$ cat src/rtl/nn_pingpong_buffer.sv
// nn_pingpong_buffer
// Double-buffered activation memory between two matrix-multiply stages.
// The producer fills the write bank while the consumer reads the read bank.
// A swap exchanges the two banks in one cycle. A clear sequencer zeroes the
// write bank, one word per cycle.
//
// Ports:
//   clk       rising-edge clock
//   reset     synchronous, active-high reset
//   wr_en     write request into the write bank (wr_addr, wr_data)
//   rd_en     read request from the read bank (rd_addr)
//   rd_data   registered read data, valid when rd_valid=1
//   rd_valid  one-cycle strobe: rd_data was updated this cycle
//   swap      exchange read and write banks
//   clear     start zeroing the write bank
//   busy      clear sequence in progress
//   wr_full   DEPTH writes have been accepted since the last swap or clear
//   rd_bank   index of the read bank; the write bank is ~rd_bank
//   addr_err  sticky out-of-range flag, cleared by reset or a completed clear
module nn_pingpong_buffer #(
  parameter int DATA_W = 32,
  parameter int DEPTH  = 32,
  parameter int ADDR_W = 16
) (
  input  logic                     clk,
  input  logic                     reset,
  input  logic                     wr_en,
  input  logic [ADDR_W-1:0]        wr_addr,
  input  logic signed [DATA_W-1:0] wr_data,
  input  logic                     rd_en,
  input  logic [ADDR_W-1:0]        rd_addr,
  output logic signed [DATA_W-1:0] rd_data,
  output logic                     rd_valid,
  input  logic                     swap,
  input  logic                     clear,
  output logic                     busy,
  output logic                     wr_full,
  output logic                     rd_bank,
  output logic                     addr_err
);

  localparam int IDX_W = (DEPTH > 1) ? $clog2(DEPTH) : 1;
  localparam int CNT_W = $clog2(DEPTH + 1);

  localparam logic [ADDR_W:0]  DEPTH_A  = (ADDR_W + 1)'(DEPTH);
  localparam logic [IDX_W-1:0] LAST_IDX = IDX_W'(DEPTH - 1);
  localparam logic [CNT_W-1:0] DEPTH_C  = CNT_W'(DEPTH);
  localparam logic [CNT_W-1:0] LAST_CNT = CNT_W'(DEPTH - 1);

  typedef enum logic {
    S_IDLE,
    S_CLEAR
  } state_t;

  state_t                     r_state;
  logic [IDX_W-1:0]           r_clr_ptr;
  logic [CNT_W-1:0]           r_wr_cnt;
  logic                       r_wr_full;
  logic                       r_busy;
  logic                       r_rd_bank;
  logic                       r_addr_err;
  logic signed [DATA_W-1:0]   r_rd_data;
  logic                       r_rd_valid;

  // Storage; contents are intentionally not reset.
  logic signed [DATA_W-1:0]   r_bank0 [DEPTH];
  logic signed [DATA_W-1:0]   r_bank1 [DEPTH];

  logic                       w_clearing;
  logic                       w_cmd_ok;
  logic                       w_wr_in;
  logic                       w_rd_in;
  logic [IDX_W-1:0]           w_wr_idx;
  logic [IDX_W-1:0]           w_rd_idx;
  logic                       w_wr_acc;
  logic                       w_mem_we;
  logic [IDX_W-1:0]           w_mem_idx;
  logic signed [DATA_W-1:0]   w_mem_wdata;
  logic signed [DATA_W-1:0]   w_rd_word;

  assign w_clearing = (r_state == S_CLEAR);
  // Normal operations are taken only in IDLE and only when clear is not
  // being requested in the same cycle.
  assign w_cmd_ok   = (r_state == S_IDLE) && !clear;

  assign w_wr_in    = ({1'b0, wr_addr} < DEPTH_A);
  assign w_rd_in    = ({1'b0, rd_addr} < DEPTH_A);
  assign w_wr_idx   = wr_addr[IDX_W-1:0];
  assign w_rd_idx   = rd_addr[IDX_W-1:0];
  assign w_wr_acc   = w_cmd_ok && wr_en && w_wr_in;

  // The clear sequencer and the producer share the single write port.
  assign w_mem_we    = !reset && (w_wr_acc || w_clearing);
  assign w_mem_idx   = w_clearing ? r_clr_ptr : w_wr_idx;
  assign w_mem_wdata = w_clearing ? '0 : wr_data;

  assign w_rd_word   = r_rd_bank ? r_bank1[w_rd_idx] : r_bank0[w_rd_idx];

  // Write bank is ~r_rd_bank as seen before any same-cycle swap.
  always_ff @(posedge clk) begin
    if (w_mem_we) begin
      if (!r_rd_bank) begin
        r_bank1[w_mem_idx] <= w_mem_wdata;
      end else begin
        r_bank0[w_mem_idx] <= w_mem_wdata;
      end
    end
  end

  always_ff @(posedge clk) begin
    if (reset) begin
      r_state    <= S_IDLE;
      r_clr_ptr  <= '0;
      r_wr_cnt   <= '0;
      r_wr_full  <= 1'b0;
      r_busy     <= 1'b0;
      r_rd_bank  <= 1'b0;
      r_addr_err <= 1'b0;
      r_rd_data  <= '0;
      r_rd_valid <= 1'b0;
    end else begin
      r_rd_valid <= 1'b0;
      case (r_state)
        S_IDLE: begin
          if (clear) begin
            r_state   <= S_CLEAR;
            r_clr_ptr <= '0;
            r_busy    <= 1'b1;
          end else begin
            if (rd_en) begin
              r_rd_valid <= 1'b1;
              r_rd_data  <= w_rd_in ? w_rd_word : '0;
              if (!w_rd_in) begin
                r_addr_err <= 1'b1;
              end
            end
            if (wr_en && !w_wr_in) begin
              r_addr_err <= 1'b1;
            end
            // A swap restarts fill tracking for the new write bank, so it
            // takes precedence over counting a same-cycle write.
            if (swap) begin
              r_rd_bank <= ~r_rd_bank;
              r_wr_cnt  <= '0;
              r_wr_full <= 1'b0;
            end else if (w_wr_acc) begin
              if (r_wr_cnt != DEPTH_C) begin
                r_wr_cnt <= r_wr_cnt + 1'b1;
              end
              r_wr_full <= (r_wr_cnt >= LAST_CNT);
            end
          end
        end
        S_CLEAR: begin
          if (r_clr_ptr == LAST_IDX) begin
            r_state    <= S_IDLE;
            r_busy     <= 1'b0;
            r_wr_cnt   <= '0;
            r_wr_full  <= 1'b0;
            r_addr_err <= 1'b0;
          end else begin
            r_clr_ptr <= r_clr_ptr + 1'b1;
          end
        end
        default: begin
          r_state <= S_IDLE;
          r_busy  <= 1'b0;
        end
      endcase
    end
  end

  assign rd_data  = r_rd_data;
  assign rd_valid = r_rd_valid;
  assign busy     = r_busy;
  assign wr_full  = r_wr_full;
  assign rd_bank  = r_rd_bank;
  assign addr_err = r_addr_err;

endmodule

$ cat config.mk
export PLATFORM = sky130hd
export DESIGN_NAME = nn_pingpong_buffer
export DESIGN_NICKNAME = d
export VERILOG_FILES = /design/src/rtl/nn_pingpong_buffer.sv
export SDC_FILE = /design/constraint.sdc
export NUM_CORES = 2
export LEC_CHECK = 0
export ABC_AREA = 1
export CORE_MARGIN = 2
export CORE_UTILIZATION = 40
export CTS_CLUSTER_SIZE = 25
export DETAILED_ROUTE_END_ITERATION = 12
export PLACE_DENSITY = 0.54
export SYNTH_ARGS = -nofsm -noshare
export SYNTH_HDL_FRONTEND = slang
export SYNTH_SLANG_ARGS = --single-unit
export TNS_END_PERCENT = 20
$ cat constraint.sdc
create_clock -name clk -period 4.5 [get_ports clk]
set_clock_uncertainty 0.15 [all_clocks]
set_input_delay 1.125 -clock clk [delete_from_list [all_inputs] [get_ports clk]]
set_output_delay 1.125 -clock clk [all_outputs]
set_load 0.1 [all_outputs]
==> impl_metrics.tcl <==
set metrics [dict create \
    status "complete, no violations" \
    routedWlPerCell_microns 25.1 \
    drive_above_1_share 0.0935 \
    antenna_found_initial 6 \
    ctsHoldBuffers 0 \
    ys.warnings.count 0 \
    yosysSeqAreaShare 0.740 \
    fmax_ghz 0.247 \
    synth_edf_count 2048 \
    viasPerCell 5.48 \
    multiInputGateArea_sq_um 20100 \
    cts.sink_count 2097 \
    die_w_microns 464 \
    yosysTopAreaCell "edfxtp_1" \
    max_cap_violations 0 \
    worst_pin_slew_ns 1.07 \
    syn-cell-area_sq_um 84500 \
    setup_tns_ns 0 \
    ys_types 31 \
    syn_inst 7111 \
    period_share 0.898 \
    n_fill_cell 18900 \
    p_sw_mw 9.78 \
    slew_headroom 0.283 \
    core_sq_um 210000 \
    first_pass_iters 6 \
    drv_slew 0 \
    area_growth_pct 16.1 \
    reg2reg_setup_slack_ns 1.04 \
    worstSetupEndpointType "output port" \
    critPathKind "register to output port" \
    rsz0062_at_grt "false" \
    cts_tree "done" \
    grt_usage 0.234 \
    cts.htree.levels 4 \
    worst_setup_path_start_kind "register" \
    die_area_sq_um 215000 \
    start_util 0.403 \
    hp-class "register to register" \
    cts_made_buffers 214 \
    vias 56000 \
    pwr-share-clk 0.412 \
    cp_num_buf_inv 1 \
    overflow 0 \
    sw_frac_of_total 0.233 \
    seq_area_sq_um 62500 \
    crit_required_ns 3.22 \
    ir_drop_v 0.000421 \
    period_minus_slack_ns 4.04 \
    syn-num-nets 7185 \
    place.detailed.hpwl_microns 152000 \
    setup_viol 0 \
    dieHeight_microns 464 \
    p_int_mw 32.2 \
    clk_latency_ns 0.85 \
    row_count 168 \
    nets 7321 \
    power_density_nw_per_um2 428 \
    cts-resized-gates 0 \
    final_core_util 0.467 \
    slowest_stage "clkdlybuf4s50_1" \
    synth_top_area_frac 0.728 \
    wl_met3_microns 20200 \
    grt_pass1_wl_microns 371000 \
    grt_max_degree 99 \
    met1_length_microns 113000 \
    first_global_vias 52900 \
    synth_ff_type "edfxtp_1" \
    wirelength_microns 257000 \
    hold_viol 0 \
    pwr-share-comb 0.073 \
    p_seq_frac 0.515 \
    cts_root_buf "clkbuf_16" \
    crit_family "buffers and inverters" \
    netlist_top_cells_count "2364 x nand2_1, 2048 x edfxtp_1, 1915 x nand3_1" \
    cp.arrival_ns 2.77 \
    async_flop_share 0 \
    fin_cells 10200 \
    cp_max_fo 2 \
    place_inst 9836 \
    crit_path_cell_trace "clkdlybuf4s50_1" \
    crit_path_max_incr_delay_ns 1.25 \
    p_total_mw 42.0 \
    io_pins 107 \
    clkTransAtPathRegs_ns 0.06 \
    cts_max_path_buffers 3 \
    cts_setup_buffers 0 \
    dr_wl_met2_microns 116000 \
    gp_congestion 0.870 \
    synth_area_per_cell_sq_um 11.9 \
    drc_errors 0 \
    synth_area_leaders "edfxtp_1 73%, nand3_1 11%, nand2_1 11%" \
    first_iter_violations 6989 \
    antenna_left 0 \
    top_layer "met5" \
    synth.most_common_cell "nand2_1" \
    io_buffer_count 106 \
    ys_seq_elements 2097 \
    p_leak_nw 34.4 \
]
## through the flow
| stage | setup WS (ns) | hold WS [ns] | instance area [sq um] |
|---|---|---|---|
| 3_3_place_gp | 0.388 | 0.278 | 91300 |
| 6_report | 0.459 | 0.307 | 98100 |
| 4_1_cts | 0.480 | 0.305 | 98100 |
| 5_1_grt | 0.412 | 0.327 | 98100 |
| 2_1_floorplan | 0.574 | 0.262 | 84500 |
| 3_5_place_dp | 0.436 | 0.292 | 91300 |
## final cells by class
cell class | count | area share
multi-input combinational | 4487 | 0.205
sequential | 2097 | 0.637
clock inverter | 91 | 0.00817
tap | 2805 | 0.0358
antenna | 2 | 0.0000510
timing repair buffer | 385 | 0.0500
clock buffer | 301 | 0.0606
inverter | 62 | 0.00276
## power by group through the flow
stage / logic, mW / registers, mW / clock network, mW
floorplan: 1.53 / 22.1 / 0
global placement: 3.04 / 22.0 / 0
detailed placement: 3.07 / 22.0 / 0
CTS: 3.07 / 21.6 / 17.5
global route: 3.28 / 21.6 / 18.3
finish: 3.08 / 21.6 / 17.3
## layout by cell type, fill, tap and decap left out, types with 4 or more instances in the layout
cell	instances
a21oi_1	44
buf_12	139
buf_4	141
bufinv_16	12
clkbuf_1	65
clkbuf_16	218
clkbuf_8	18
clkdlybuf4s50_1	99
clkinv_1	33
clkinv_2	35
dfxtp_1	47
edfxtp_1	2048
ha_1	4
inv_1	55
inv_6	4
nand2_1	2361
nand3_1	1915
nor2_1	34
nor2_2	4
nor2_4	96
nor3_1	4
o21ai_0	8
## sequential cells by signal, summed over array words and instances (netlist names)
signal and count:
r_wr_cnt 6, r_bank0 1024, addr_err 1, rd_bank 1
wr_full 1, r_state 1, rd_valid 1, rd_data 32
r_clr_ptr 5, busy 1, r_bank1 1024
## layer usage
metal	global-route usage	vias up
li1	-	25400
met1	0.347	27900
met2	0.354	2325
met3	0.0374	377
met4	0.0719	4
met5	0	-
## path summary, 6_finish.rpt
kind	start	endpoint	depth (start not counted)
worst min register to register	r_clr_ptr[2]$_SDFFE_PP0P_	r_clr_ptr[2]$_SDFFE_PP0P_	1
worst max register to register	r_state$_SDFF_PP0_	r_bank0[11][22]$_DFFE_PP_	8
worst max-delay path	rd_data[1]$_SDFFE_PP0P_	rd_data[1]	1
worst min-delay path	r_clr_ptr[2]$_SDFFE_PP0P_	r_clr_ptr[2]$_SDFFE_PP0P_	1
## logic make-up (layout without fill, tap and decap cells)
group,after synthesis,after routing,synth area share
compound gates,57,57,0.00350
flops,2097,2097,0.740
fa+ha+maj,4,4,0.000593
xor+xnor,1,1,0.000104
buf+inv,527,839,0.0307
simple gates,4425,4425,0.225
other cells,0,2,0
No activity file was read; power rests on OpenSTA's default activity.
